==> src/rtl/actuator_pkg.sv <==
// Shared codes for the actuator driver: motor commands, steering codes and motor FSM states.
package actuator_pkg;

    typedef enum logic [1:0] {
        MOT_STOP  = 2'b00,
        MOT_FWD   = 2'b01,
        MOT_BWD   = 2'b10,
        MOT_BRAKE = 2'b11
    } mot_cmd_e;

    typedef enum logic [2:0] {
        STEER_FULL_L = 3'd0,
        STEER_HALF_L = 3'd1,
        STEER_CENTER = 3'd2,
        STEER_HALF_R = 3'd3,
        STEER_FULL_R = 3'd4
    } steer_e;

    typedef enum logic [2:0] {
        S_STOP,
        S_FWD,
        S_BWD,
        S_BRAKE,
        S_DEAD
    } state_e;

endpackage

==> src/rtl/pwm_gen.sv <==
// Period counter plus compare; the compare width can be latched at the period boundary (LATCH=1).
// The wrap strobe is only exported when ACTUATOR_SOFT_START_EN is defined.
module pwm_gen #(
    parameter int unsigned PERIOD    = 100,
    parameter int unsigned W         = $clog2(PERIOD + 1),
    parameter bit          LATCH     = 1'b0,
    parameter int unsigned RST_WIDTH = 0
) (
    input  logic         clk,
    input  logic         rst_n,
    input  logic [W-1:0] width,
    output logic         pwm
`ifdef ACTUATOR_SOFT_START_EN
    ,
    output logic         wrap
`endif
);

    logic [W-1:0] cnt_q, cnt_d;
    logic [W-1:0] width_q, width_d;
    logic         pwm_q, pwm_d;
    logic         at_end;

    // Output is registered one cycle behind the counter so reset drives it low
    always_comb begin
        at_end  = (cnt_q == W'(PERIOD - 1));
        cnt_d   = at_end ? '0 : cnt_q + W'(1);
        width_d = at_end ? width : width_q;
        pwm_d   = (cnt_q < (LATCH ? width_q : width));
    end

    always_ff @(posedge clk or negedge rst_n) begin
        if (!rst_n) begin
            cnt_q   <= '0;
            width_q <= W'(RST_WIDTH);
            pwm_q   <= 1'b0;
        end else begin
            cnt_q   <= cnt_d;
            width_q <= width_d;
            pwm_q   <= pwm_d;
        end
    end

    assign pwm = pwm_q;
`ifdef ACTUATOR_SOFT_START_EN
    assign wrap = at_end;
`endif

endmodule

==> src/rtl/actuator_driver.sv <==
// Servo PWM and H-bridge driver with reversal dead-time.
// Optional motor soft-start ramp: define ACTUATOR_SOFT_START_EN.
module actuator_driver
    import actuator_pkg::*;
#(
    parameter int unsigned SERVO_PERIOD = 10000,
    parameter int unsigned SERVO_MIN    = 500,
    parameter int unsigned SERVO_HALF_L = 625,
    parameter int unsigned SERVO_CENTER = 750,
    parameter int unsigned SERVO_HALF_R = 875,
    parameter int unsigned SERVO_MAX    = 1000,
    parameter int unsigned MOTOR_PERIOD = 100,
    parameter int unsigned MOTOR_DUTY   = 70,
    parameter int unsigned DEAD_CYCLES  = 500
`ifdef ACTUATOR_SOFT_START_EN
    ,
    parameter int unsigned RAMP_STEP    = 10
`endif
) (
    input  logic       clk,
    input  logic       rst,
    input  logic [2:0] front_wheel,
    input  logic [1:0] motor,
    output logic       servo_pwm,
    output logic       motor_in1,
    output logic       motor_in2,
    output logic       motor_en,
    output logic       dead_active
);

    localparam int unsigned SW = $clog2(SERVO_PERIOD + 1);
    localparam int unsigned MW = $clog2(MOTOR_PERIOD + 1);
    localparam int unsigned DW = $clog2(DEAD_CYCLES + 1);

    logic [2:0]    fw_q, fw_d;
    mot_cmd_e      cmd_q, cmd_d;
    state_e        state_q, state_d;
    logic [DW-1:0] dead_q, dead_d;
    logic [SW-1:0] servo_width;
    logic [MW-1:0] mot_width;
    logic          mot_pwm;
    logic          want_fwd;

    always_comb begin
        fw_d  = front_wheel;
        cmd_d = mot_cmd_e'(motor);
        case (fw_q)
            STEER_FULL_L: servo_width = SW'(SERVO_MIN);
            STEER_HALF_L: servo_width = SW'(SERVO_HALF_L);
            STEER_HALF_R: servo_width = SW'(SERVO_HALF_R);
            STEER_FULL_R: servo_width = SW'(SERVO_MAX);
            default:      servo_width = SW'(SERVO_CENTER);
        endcase
    end

    always_comb begin
        state_d  = state_q;
        dead_d   = dead_q;
        want_fwd = (cmd_q == MOT_FWD);
        case (cmd_q)
            MOT_STOP:  state_d = S_STOP;
            MOT_BRAKE: state_d = S_BRAKE;
            default: begin
                case (state_q)
                    // Direction is only chosen at expiry, so re-requesting the old one still waits
                    S_DEAD: begin
                        if (dead_q == '0) state_d = want_fwd ? S_FWD : S_BWD;
                        else              dead_d  = dead_q - DW'(1);
                    end
                    S_FWD: begin
                        if (!want_fwd) begin
                            state_d = S_DEAD;
                            dead_d  = DW'(DEAD_CYCLES - 1);
                        end
                    end
                    S_BWD: begin
                        if (want_fwd) begin
                            state_d = S_DEAD;
                            dead_d  = DW'(DEAD_CYCLES - 1);
                        end
                    end
                    default: state_d = want_fwd ? S_FWD : S_BWD;
                endcase
            end
        endcase
    end

    always_ff @(posedge clk or negedge rst) begin
        if (!rst) begin
            fw_q    <= '0;
            cmd_q   <= MOT_STOP;
            state_q <= S_STOP;
            dead_q  <= '0;
        end else begin
            fw_q    <= fw_d;
            cmd_q   <= cmd_d;
            state_q <= state_d;
            dead_q  <= dead_d;
        end
    end

`ifdef ACTUATOR_SOFT_START_EN
    logic [MW-1:0] duty_q, duty_d;
    logic [31:0]   duty_sum;
    logic          mot_wrap;
    logic          run_now, run_next;

    always_comb begin
        run_now  = (state_q == S_FWD) || (state_q == S_BWD);
        run_next = (state_d == S_FWD) || (state_d == S_BWD);
        duty_sum = 32'(duty_q) + RAMP_STEP;
        duty_d   = duty_q;
        if (run_next && !run_now)
            duty_d = '0;
        else if (run_now && mot_wrap)
            duty_d = (duty_sum >= MOTOR_DUTY) ? MW'(MOTOR_DUTY) : MW'(duty_sum);
    end

    always_ff @(posedge clk or negedge rst) begin
        if (!rst) duty_q <= '0;
        else      duty_q <= duty_d;
    end

    assign mot_width = duty_q;
`else
    assign mot_width = MW'(MOTOR_DUTY);
`endif

    pwm_gen #(
        .PERIOD    (SERVO_PERIOD),
        .W         (SW),
        .LATCH     (1'b1),
        .RST_WIDTH (SERVO_CENTER)
    ) u_servo_pwm (
        .clk   (clk),
        .rst_n (rst),
        .width (servo_width),
        .pwm   (servo_pwm)
`ifdef ACTUATOR_SOFT_START_EN
        ,
        .wrap  ()
`endif
    );

    pwm_gen #(
        .PERIOD    (MOTOR_PERIOD),
        .W         (MW),
        .LATCH     (1'b0),
        .RST_WIDTH (0)
    ) u_motor_pwm (
        .clk   (clk),
        .rst_n (rst),
        .width (mot_width),
        .pwm   (mot_pwm)
`ifdef ACTUATOR_SOFT_START_EN
        ,
        .wrap  (mot_wrap)
`endif
    );

    always_comb begin
        motor_in1   = 1'b0;
        motor_in2   = 1'b0;
        motor_en    = 1'b0;
        dead_active = 1'b0;
        case (state_q)
            S_FWD: begin
                motor_in1 = 1'b1;
                motor_en  = mot_pwm;
            end
            S_BWD: begin
                motor_in2 = 1'b1;
                motor_en  = mot_pwm;
            end
            S_BRAKE: begin
                motor_in1 = 1'b1;
                motor_in2 = 1'b1;
                motor_en  = 1'b1;
            end
            S_DEAD:  dead_active = 1'b1;
            default: ;
        endcase
    end

endmodule

==> config.mk <==
export PLATFORM = sky130hd
export DESIGN_NAME = actuator_driver
export DESIGN_NICKNAME = d
export VERILOG_FILES = /design/src/rtl/actuator_pkg.sv /design/src/rtl/pwm_gen.sv /design/src/rtl/actuator_driver.sv
export SDC_FILE = /design/constraint.sdc
export NUM_CORES = 1
export LEC_CHECK = 0
export ABC_CLOCK_PERIOD_IN_PS = 2200
export CAP_MARGIN = 10
export CORE_MARGIN = 1
export CORE_UTILIZATION = 40
export CTS_BUF_LIST = sky130_fd_sc_hd__clkbuf_2
export CTS_CLUSTER_SIZE = 20
export DETAILED_ROUTE_END_ITERATION = 8
export PLACE_DENSITY = 0.63
export SKIP_LAST_GASP = 1
export SYNTH_ARGS = -nofsm -noshare
export SYNTH_HDL_FRONTEND = slang
export SYNTH_HIERARCHICAL = 1
export SYNTH_SLANG_ARGS = --single-unit
==> constraint.sdc <==
create_clock -name clk -period 2.2 [get_ports clk]
set_input_delay 0.22 -clock clk [delete_from_list [all_inputs] [get_ports clk]]
set_output_delay 0.22 -clock clk [all_outputs]
set_load 0.02 [all_outputs]
### Word level (Yosys, flattened, before mapping)

Cells that the tools add are included.

* bits in registers: 54
* output and inout bits: 5
* logic and storage cells: 59

* add/subtract/negate cells: 3
* magnitude comparators: 2
* eq/ne operators: 17
* multiplexer cells: 17
* bitwise logic cells: 1
* reduce and logical (&&, ||, !) cells: 10

Operators by type and width (count)
* $pmux W10 S4: 1
* $mux W9: 3
* $pmux W9 S3: 1
* $add A14 B1 Y14 const B: 1
* $eq A14 B14 Y1 const B: 1
* $lt A14 B14 Y1: 1
* $mux W14: 1
* $ne A4 B2 Y1 const B: 3
* $eq A3 B2 Y1 const B: 3
* $logic_not A9 Y1: 1
* $mux W3: 3
* $pmux W3 S3: 1
* $sub A9 B1 Y9 const B: 1
* $reduce_or A2 Y1: 4
* $add A7 B1 Y7 const B: 1
* $eq A7 B7 Y1 const B: 1
* $lt A7 B7 Y1 const B: 1
* $mux W7: 1
* $eq A3 B1 Y1 const B: 2
* $eq A3 B3 Y1 const B: 2
* $ne A2 B2 Y1 const B: 3
* $pmux W3 S2: 1
* $reduce_and A5 Y1: 1
* $logic_not A3 Y1: 1
* other kinds (9): 11

### Depth between registers and ports, before layout

Gate-level depths: netlist of run 1.

* word-level depth: 5
* mapped depth: 7
* gate-level depth less buffers: 6

### By module

The synthesis of run 1 kept the hierarchy.

By module, submodules not included
* pwm_gen at u_servo_pwm: times used 1, cells an instance 149, area each 1545.2 sq um
* actuator_driver: times used 1, cells an instance 98, area each 944.7 sq um
* pwm_gen at u_motor_pwm: times used 1, cells an instance 51, area each 494.2 sq um

### Worst setup path before layout of run 1

No wires, ideal clock.

* path type: reg-to-reg
* start: register cmd_q[0]
* end: register dead_q[7]
* setup time: 0.121 ns
* data arrival time: 1.851 ns
* data required time: 2.079 ns
* setup slack: 0.228 ns
* cell stages (with the launch flop): 7
* buffers on the path: 1
* period minus slack after synthesis: 1.972 ns
* cell sequence: dfrtp_1 -> ha_1 -> or4b_4 -> a31oi_2 -> buf_6 -> nand4_1 -> a22o_1

* longest elaborated chain between the ends: 4

Ends and longest elaborated chain
* start, declared: line actuator_driver.sv:36 `mot_cmd_e cmd_q, cmd_d;`
* start signal, assigned: line actuator_driver.sv:96 `cmd_q <= cmd_d;`
* $eq A2 B2 Y1 / $logic_not A2 Y1 (equally long branches): line actuator_driver.sv:60 `case (cmd_q)`
* $reduce_or A2 Y1 (no line)
* $not A1 Y1 (no line)
* $reduce_and A5 Y1 (no line) (*)
* end signal, assigned: line actuator_driver.sv:93 `dead_q <= '0;`
* end signal, assigned: line actuator_driver.sv:98 `dead_q <= dead_d;`
* end, declared: line actuator_driver.sv:38 `logic [DW-1:0] dead_q, dead_d;`

Every way passes the cells marked *; elsewhere a longest branch is shown, timed or not.
A chain may end at the register's enable or synchronous reset.

### Worst setup path after layout of run 1

* start: register state_q[0]
* end: output dead_active

* longest elaborated chain between the ends: 2

Ends and longest elaborated chain
* start, declared: line actuator_driver.sv:37 `state_e state_q, state_d;`
* start signal, assigned: line actuator_driver.sv:97 `state_q <= state_d;`
* $eq A3 B3 Y1: line actuator_driver.sv:166 `case (state_q)`
* $mux W1: line actuator_driver.sv:166
* end, declared: line actuator_driver.sv:28 `output logic dead_active`

Every way passes these cells.

==> metrics.md, run 1 <==
| Metric | Value |
|---|---|
| Synth Instances | `298` |
| Lkg Pwr | `0.00153 uW` |
| Synth area leader | `dfrtp_1` |
| Via density | `4.98` |
| Final Util | `46.1%` |
| RSZ-0062 raised after global routing | `false` |
| Fmax achieved | `480 MHz` |
| Final Setup Violations | `0` |
| Dpl cells | `418` |
| Setup TNS | `0 ns` |
| # rows | `31` |
| PwrDens | `631 mW/mm^2` |
| Post-CTS Setup Repair Bufs | `0` |
| Syn_area_per_cell | `10.0 sq um` |
| Post-DP HPWL | `3720 um` |
| Die Wd | `88.4 um` |
| Maximum number of pins on one net before global-route repair | `55` |
| DRC | `0` |
| Worst slew margin | `51.6%` |
| Ports | `12` |
| Initial antenna violation count | `0` |
| Max clock buf depth | `2` |
| Die Ht | `88.4 um` |
| Layout cells sized above 1 | `12.2%` |
| Slowest cell on the critical path | `clkdlybuf4s50_1` |
| Crit-path max cell delay | `0.63 ns` |
| Worst-Skew Late Latency | `0.44 ns` |
| GRT Total Usage | `15.2%` |
| Vias in the first global route | `2083` |
| Sequential-to-total area share from yosys stat | `45.6%` |
| Total grt overflow | `0` |
| Hold Path Class | `in2reg` |
| Share of power burned in registers | `56.6%` |
| First-pass GRT wire length | `9340 um` |
| Ant. Diodes | `0` |
| TritonCTS clock tree | `built` |
| Stages on worst setup path | `3` |
| Drt pass-1 iters | `4` |
| Top FF cell, synth | `dfrtp_1` |
| Count leader, synth | `dfrtp_1` |
| Tmin final | `2.08 ns` |
| P_int | `1460 uW` |
| Post-synth top cells | `47 x dfrtp_1, 29 x nand2_1, 27 x inv_1, 24 x ha_1, 20 x a21oi_1` |
| Post-synth EDFFs | `0` |
| Top-area cell type share of the netlist area | `39.4%` |
| Max IR drop VDD | `303 uV` |
| Reg2reg path depth | `5` |
| H-tree lvl count | `2` |
| Hold path depth | `1` |
| Buffers on Ports | `11` |
| Unique masters post-synth | `53` |
| Post-Syn Area | `0.00298 sq mm` |
| Worst setup EP type | `primary output` |
| Type of the worst setup path | `reg2out` |
| Final Skew | `0.0136 ns` |
| CP Max Fanout | `9` |
| Clock transition at the registers of the reported paths | `0.25 ns` |
| Routed wire length per instance | `12.2 um` |
| Drt first-iter violations | `68` |
| Die area | `0.00781 sq mm` |
| Routed vias | `2126` |
| Routed WL | `5220 um` |
| Comb power frac | `19.8%` |
| Final hold vios | `0` |
| Num CTS Buffers | `5` |
| YS warnings | `6` |
| Status | `completed` |
| Switch share | `30.2%` |
| Post-route ant nets | `0` |
| CP startpoint kind | `flop` |
| Count of final max-slew check failures | `0` |
| Clock Root Buffer | `clkbuf_2` |
| Synth top area cells | `dfrtp_1 39%, ha_1 10%, dfstp_2 6.2%, nand2_1 3.6%, inv_1 3.4%` |
| #FFs+latches synth | `54` |
| Synth async-reset ratio | `100%` |
| Synth-to-layout area growth | `11.4%` |
| Clock group share of total power | `23.5%` |
| Critical path required time | `1.98 ns` |
| RD Place Congestion | `0.786` |
| Non-Filler Instances | `427` |
| Switch Pwr | `633 uW` |
| CP Data Arrival Time | `1.86 ns` |
| Slew @ Worst Pin | `0.720 ns` |
| Starting Density | `41.4%` |
| Crit-path leading delay family | `buffers and inverters` |
| Crit-path cells | `buf_4 > nor3b_1 > clkdlybuf4s50_1` |
| Nets | `358` |
| Core area | `0.00721 sq mm` |
| Fill count | `700` |
| Max Cap Violations | `0` |
| CP Buf/Inv Count | `2` |
| Clock net sink count | `54` |
| Final period utilization | `94.6%` |
==> per-layer routing <==
metal | GRT usage (%) | wire length [um] | vias to the layer above
met5 | 0 | 0 | -
met4 | 4.55 | 73 | 0
met3 | 2.89 | 107 | 5
met2 | 25.2 | 2510 | 16
met1 | 20.3 | 2530 | 1015
li1 | - | - | 1090
==> path summary, 6_finish.rpt <==
| path | slack (ns) | end | from |
|---|---|---|---|
| setup / recovery | 0.12 | dead_active | state_q[0] |
| hold / removal | 0.18 | fw_q[1] | front_wheel[1] |
| setup reg to reg | 0.16 | dead_q[4] | cmd_q[0] |
| hold reg to reg | 0.50 | dead_q[8] | dead_q[8] |
| max in group asynchronous | 1.64 | u_servo_pwm/width_q[5] | rst |
| min in group asynchronous | 0.24 | state_q[2] | rst |
==> stage by stage <==
stage | total power, uW | instance area [sq um] | setup WS, ns | hold slack [ns]
final | 2100 | 3330 | 0.119 | 0.179
after global routing | 2220 | 3330 | 0.0225 | 0.130
after CTS | 2120 | 3310 | 0.0540 | 0.143
after detailed placement | 1620 | 3240 | 0.111 | 0.239
after global placement | 1610 | 3240 | 0.162 | 0.240
after floorplan | 1450 | 3030 | 0.228 | -0.0756
==> cell usage in the layout (no fill, tap or decap), types with 5 or more instances in the layout <==
| master | instances |
|---|---|
| ha_1 | 24 |
| dfrtp_1 | 47 |
| nor2_1 | 15 |
| nand4_1 | 7 |
| buf_4 | 7 |
| o21ai_0 | 13 |
| xnor2_1 | 8 |
| a21o_1 | 5 |
| o21ai_2 | 6 |
| conb_1 | 13 |
| clkdlybuf4s50_1 | 8 |
| nand2_1 | 29 |
| nand3_1 | 13 |
| clkbuf_2 | 5 |
| inv_1 | 27 |
| a21oi_1 | 20 |
| dfstp_2 | 7 |
==> what timing repair did <==
| item | in CTS | in global routing |
|---|---|---|
| hold buffers | 1 | 0 |
| setup endpoints to repair | 0 | 10 |
| endpoints found under the hold margin | 54 | 0 |
| gates resized for setup | 0 | 3 |
==> power by group through the flow <==
stage                     Clock [uW]  Combinational [uW]  Sequential, uW
final                            494                 416            1190
after global placement             0                 406            1200
after global routing             550                 469            1200
after detailed placement           0                 413            1200
after CTS                        518                 415            1190
after floorplan                    0                 283            1170
==> final cells by class <==
cell class | instances | area [sq um] | share of cell area, %
Timing Repair Buffer | 20 | 193 | 5.79
Sequential cell | 54 | 1360 | 40.9
Clock inverter | 3 | 40.0 | 1.20
Tap cell | 99 | 124 | 3.72
Inverter | 27 | 101 | 3.05
Clock buffer | 5 | 25.0 | 0.752
Multi-Input combinational cell | 219 | 1480 | 44.6
==> logic make-up (layout without fill, tap and decap cells) <==
kind of cell | Yosys count | count (layout) | synth area share (%)
AOI/OAI and AO/OA | 66 | 66 | 14.5
xor gates and xnor gates | 12 | 12 | 3.52
adders and majority gates | 24 | 24 | 10.1
buffers and inverters | 36 | 55 | 6.41
DFF | 54 | 54 | 45.6
muxes | 1 | 1 | 0.335
other | 2 | 13 | 0.252
and+or+nand+nor | 103 | 103 | 19.3
==> registers in the layout, summed over array words and instances, names as in the netlist <==
register	cells
cmd_q	2
state_q	3
u_servo_pwm/width_q	14
u_servo_pwm/pwm	1
u_servo_pwm/cnt_q	14
u_motor_pwm/pwm	1
fw_q	3
dead_q	9
u_motor_pwm/cnt_q	7
(Power assumes the default switching activity.)
==> run 2, diff against run 1 <==
--- a/config.mk
+++ b/config.mk
@@ -12,9 +12,10 @@
 export CTS_BUF_LIST = sky130_fd_sc_hd__clkbuf_2
 export CTS_CLUSTER_SIZE = 20
 export DETAILED_ROUTE_END_ITERATION = 8
-export PLACE_DENSITY = 0.63
+export PLACE_DENSITY = 0.65
 export SKIP_LAST_GASP = 1
 export SYNTH_ARGS = -nofsm -noshare
 export SYNTH_HDL_FRONTEND = slang
 export SYNTH_HIERARCHICAL = 1
 export SYNTH_SLANG_ARGS = --single-unit
+export TNS_END_PERCENT = 10
==> run 2 against run 1 <==
First-iteration DRC count fell by 10%. Clock power fell by 23%. Combinational power fell by 2%. Final area fell by 1.6%. Sequential cell count did not move. Die area did not move. Critical path type unchanged. Critical endpoint is now motor_in2. Largest cell class unchanged.
==> metrics.md, run 2 (same netlist as run 1, synthesis figures left out) <==
| Metric | Value |
|---|---|
| Initial antenna violation count | `0` |
| Drt pass-1 iters | `4` |
| CP Max Fanout | `8` |
| Worst setup EP type | `primary output` |
| Num CTS Buffers | `5` |
| Tmin final | `2.14 ns` |
| RSZ-0062 raised after global routing | `true` |
| Ant. Diodes | `0` |
| Placed Area | `0.00322 sq mm` |
| Worst hold slack | `0.198 ns` |
| RD Place Congestion | `0.816` |
| Worst-Skew Late Latency | `0.43 ns` |
| Clock Root Buffer | `clkbuf_2` |
| Total grt overflow | `0` |
| CP Data Arrival Time | `1.92 ns` |
| Max clock buf depth | `2` |
| Via density | `4.99` |
| Worst reg-to-reg setup slack | `0.07 ns` |
| Vias in the first global route | `1933` |
| Hold Path Class | `in2reg` |
| Starting Density | `41.4%` |
| Status | `completed` |
| Clock transition at the registers of the reported paths | `0.26 ns` |
| DRC | `0` |
| Core area | `0.00721 sq mm` |
| Routed wire length per instance | `12.3 um` |
| TritonCTS clock tree | `built` |
| Max IR drop VDD | `207 uV` |
| Buffers on Ports | `11` |
| Count of final max-slew check failures | `0` |
| Fill count | `709` |
| Post-DP HPWL | `3820 um` |
| Post-route ant nets | `0` |
| Critical path required time | `1.98 ns` |
| H-tree lvl count | `2` |
| Final Util | `45.4%` |
| Worst slew margin | `60.1%` |
| Post-CTS Setup Repair Bufs | `0` |
| Clock net sink count | `54` |
| Final Skew | `0.0158 ns` |
| Total power | `1980 uW` |
| Lkg Pwr | `0.00148 uW` |
| Routed vias | `2122` |
| Die Ht | `88.4 um` |
| Setup TNS | `0 ns` |
| Drt first-iter violations | `61` |
| GRT Total Usage | `14.8%` |
| Final Setup Violations | `0` |
| Final Instance Area | `0.00327 sq mm` |
| First-pass GRT wire length | `9080 um` |
| Regs by FF count | `u_servo_pwm/cnt_q x14, u_servo_pwm/width_q x14, dead_q x9` |
| Ports | `12` |
| Fmax achieved | `466 MHz` |
| Slew @ Worst Pin | `0.592 ns` |
| Nets | `356` |
| Final hold vios | `0` |
| Routed WL | `5240 um` |
| Most frequent cells in the layout | `47 x dfrtp_1, 29 x nand2_1, 27 x inv_1` |
| Most common cell after layout, fill and taps aside | `dfrtp_1` |
| CP startpoint kind | `flop` |
| Type of the worst setup path | `reg2out` |
| Layout cells sized above 1 | `11.7%` |
| Die area | `0.00781 sq mm` |
| Die Wd | `88.4 um` |
| Max Cap Violations | `0` |
| PwrDens | `606 mW/mm^2` |
| Final period utilization | `97.5%` |
| Synth-to-layout area growth | `9.69%` |
| # rows | `31` |
| Maximum number of pins on one net before global-route repair | `32` |
run 2: cell count changes in the layout (fill, tap and decap cells not counted):
cell,previous run,this run
clkinv_1,0,1
a31oi_2,0,1
or2_1,1,0
a31oi_4,1,0
bufinv_16,1,0
clkdlybuf4s50_1,8,10
or2_4,0,1
clkbuf_2,5,6
buf_4,7,5
clkinv_2,2,1
dlymetal6s2s_1,2,0
run 2: routing by layer:
metal / global-route usage [%] / share of wire, % / up-vias
li1: - / - / 1089
met3: 2.89 / 2.2 / 7
met5: 0 / 0 / -
met1: 20.1 / 50 / 1001
met4: 4.40 / 1.5 / 0
met2: 24.0 / 46 / 25
run 2: where the power goes:
| part | internal, uW | switching (uW) | leakage [uW] |
|---|---|---|---|
| Combinational | 198 | 208 | 0.000819 |
| Clock | 78.2 | 304 | 0.0000304 |
| Sequential | 1080 | 119 | 0.000630 |
| Total | 1350 | 631 | 0.00148 |
run 2: per-stage QoR:
step,setup slack [ns],std cells
detailed placement,0.0532,416
global route,-0.0587,425
CTS,0.0252,425
global placement,0.114,416
floorplan,0.228,309
finish,0.0553,425
run 2: critical path, cell delays in order (launching register included):
cell and delay, ns:
dfrtp_1 0.47, buf_4 0.17, nand2b_1 0.19, inv_1 0.08, clkdlybuf4s50_1 0.59
run 2: timing repair:
action	in CTS	in global routing
endpoints found under the hold margin	23	0
resized for setup	0	1
endpoints found under the setup margin	0	8
hold buffers	1	0
run 2: area by class of cell:
type / count / area, sq um / area share, %
Clock buffer: 6 / 30.0 / 0.917
Timing Repair Buffer: 18 / 173 / 5.28
Inverter: 27 / 101 / 3.10
Clock inverter: 2 / 8.76 / 0.268
Tap cell: 99 / 124 / 3.78
Multi-Input combinational cell: 219 / 1480 / 45.1
Sequential cell: 54 / 1360 / 41.6
run 2: path summary, 6_finish.rpt:
| kind | from | to | cells after the start |
|---|---|---|---|
| max | state_q[2] | motor_in2 | 4 |
| min | motor[0] | cmd_q[0] | 1 |
| max reg2reg | cmd_q[0] | dead_q[3] | 6 |
| min reg2reg | dead_q[8] | dead_q[8] | 1 |
| max in group asynchronous | rst | u_servo_pwm/width_q[9] | 3 |
| min in group asynchronous | rst | state_q[1] | 2 |
==> run 3, diff against run 2 <==
--- a/config.mk
+++ b/config.mk
@@ -13,7 +13,6 @@
 export CTS_CLUSTER_SIZE = 20
 export DETAILED_ROUTE_END_ITERATION = 8
 export PLACE_DENSITY = 0.65
-export SKIP_LAST_GASP = 1
 export SYNTH_ARGS = -nofsm -noshare
 export SYNTH_HDL_FRONTEND = slang
 export SYNTH_HIERARCHICAL = 1
==> run 3 against run 2 <==
Largest power group unchanged. Critical path type unchanged. Combinational power rose by 1%. Critical path depth decreased by 1. Via count is essentially flat. Wire length grew 0.76%. Count of clock-buffer cells in the layout stayed put. Global-route usage stayed put.
==> metrics.md, run 3 (same netlist as run 1, synthesis figures left out) <==
| Metric | Value |
|---|---|
| Status | `completed` |
| CP endpoint | `dead_active` |
| Switch Pwr | `640 uW` |
| Max IR drop VDD | `207 uV` |
| Type of the worst setup path | `reg2out` |
| Routed vias | `2124` |
| Crit-path cells | `buf_4 > nor3b_1 > clkdlybuf4s50_1` |
| Slew @ Worst Pin | `0.749 ns` |
| Reg2reg end | `dead_q[3]` |
| Ant. Diodes | `0` |
| Layout cells sized above 1 | `12.0%` |
| Final Setup Violations | `0` |
| Critical Path Start | `state_q[2]` |
| Synth-to-layout area growth | `10.1%` |
| Final period utilization | `94.1%` |
| Setup TNS | `0 ns` |
| Post-DP HPWL | `3820 um` |
| Stages on worst setup path | `3` |
| Post-route ant nets | `0` |
| CP startpoint kind | `flop` |
| Tmin final | `2.07 ns` |
| Lkg Pwr | `0.00149 uW` |
| Buffers on Ports | `11` |
| Total grt overflow | `0` |
| Crit-path max cell delay | `0.63 ns` |
| Dpl cells | `416` |
| P_int | `1350 uW` |
| Max Cap Violations | `0` |
| Comb power frac | `20.7%` |
| GRT Total Usage | `14.8%` |
| Die Wd | `88.4 um` |
| Vias in the first global route | `1933` |
| TritonCTS clock tree | `built` |
| Switch share | `32.1%` |
| DRC | `0` |
| RSZ-0062 raised after global routing | `false` |
| Hold Path Class | `in2reg` |
| CP Max Fanout | `8` |
| Worst slew margin | `49.6%` |
| Clock group share of total power | `19.3%` |
| Clock net sink count | `54` |
| Share of power burned in registers | `60.1%` |
| RD Place Congestion | `0.816` |
| Reg2reg path depth | `6` |
| Core area | `0.00721 sq mm` |
| Regs by FF count | `u_servo_pwm/cnt_q x14, u_servo_pwm/width_q x14, dead_q x9` |
| Num CTS Buffers | `5` |
| Worst-Skew Late Latency | `0.43 ns` |
| PwrDens | `607 mW/mm^2` |
| Crit-path leading delay family | `buffers and inverters` |
| Max clock buf depth | `2` |
| Ports | `12` |
| Clock transition at the registers of the reported paths | `0.26 ns` |
| Non-Filler Instances | `425` |
| CP Buf/Inv Count | `2` |
| Starting Density | `41.4%` |
| Slowest cell on the critical path | `clkdlybuf4s50_1` |
| Initial antenna violation count | `0` |
| Most frequent cells in the layout | `46 x dfrtp_1, 29 x nand2_1, 27 x inv_1` |
| Via density | `5.00` |
| Drt first-iter violations | `58` |
| Fmax achieved | `483 MHz` |
| Clock Root Buffer | `clkbuf_2` |
| Routed WL | `5280 um` |
| Critical path required time | `1.98 ns` |
| Final hold vios | `0` |
| Fill count | `712` |
| Worst reg-to-reg setup slack | `0.15 ns` |
| # rows | `31` |
| Post-CTS Setup Repair Bufs | `0` |
| Final Skew | `0.0149 ns` |
| Drt pass-1 iters | `4` |
| Maximum number of pins on one net before global-route repair | `32` |
| Most common cell after layout, fill and taps aside | `dfrtp_1` |
| CP Data Arrival Time | `1.85 ns` |
| Worst hold slack | `0.193 ns` |
| Die Ht | `88.4 um` |
| First-pass GRT wire length | `9080 um` |
| Routed wire length per instance | `12.4 um` |
| Worst setup EP type | `primary output` |
| Die area | `0.00781 sq mm` |
| H-tree lvl count | `2` |
| Count of final max-slew check failures | `0` |
| Nets | `356` |
| RR Startpoint | `cmd_q[0]` |
==> run 3: changes by cell type in the layout (fill, tap and decap cells not counted) <==
cell / delta
a31oi_2: -1
clkdlybuf4s50_1: -1
a31oi_4: +1
dfrtp_1: -1
dfrtp_2: +1
dlymetal6s2s_1: +1
==> run 3: timing repair <==
action	in CTS	in global routing
hold buffers	1	0
setup endpoints to repair	0	8
hold endpoints to repair	23	0
resized for setup	0	4
==> run 3: final cells by class <==
| cell class | instances | area [sq um] | share of cell area (%) |
|---|---|---|---|
| Multi-Input combinational cell | 219 | 1490 | 45.2 |
| Sequential cell | 54 | 1360 | 41.4 |
| Timing Repair Buffer | 18 | 175 | 5.33 |
| Tap cell | 99 | 124 | 3.77 |
| Inverter | 27 | 101 | 3.08 |
| Clock buffer | 6 | 30.0 | 0.914 |
| Clock inverter | 2 | 8.76 | 0.267 |
==> run 3: how the worst min path moves through the flow <==
stage,start,endpoint,cells past startpoint
after floorplan,rst,cmd_q[0],0
after global placement,rst,state_q[1],1
after detailed placement,rst,state_q[1],1
after CTS,motor[0],cmd_q[0],1
after global routing,motor[0],cmd_q[0],1
final,motor[0],cmd_q[0],1
==> run 3: layer usage <==
layer	up-vias	wire length (um)	global-route usage [%]
li1	1084	-	-
met1	1002	2620	20.1
met2	30	2450	24.0
met3	8	127	2.89
met4	0	85	4.40
met5	-	0	0
==> run 3: through the flow <==
step | setup WS [ns] | power [uW] | utilization [%] | area (sq um)
2_1_floorplan | 0.228 | 1450 | - | 3030
3_3_place_gp | 0.114 | 1600 | 44.7 | 3220
3_5_place_dp | 0.0532 | 1610 | 44.7 | 3220
4_1_cts | 0.0252 | 2000 | 45.3 | 3270
5_1_grt | 0.00770 | 2110 | 45.5 | 3290
6_report | 0.130 | 1990 | 45.5 | 3290
==> run 3: power groups by stage <==
stage | registers, uW | clock network, uW | logic, uW
CTS | 1190 | 404 | 402
detailed placement | 1210 | 0 | 399
global placement | 1200 | 0 | 395
finish | 1200 | 384 | 412
floorplan | 1170 | 0 | 283
global route | 1210 | 437 | 463
==> run 3: worst reg2reg max path, stage by stage, from the launching register on <==
cell	delay, ns
dfrtp_1	0.45
ha_1	0.37
or4b_4	0.54
a31oi_4	0.25
buf_4	0.18
a21oi_1	0.06
a31oi_1	0.15
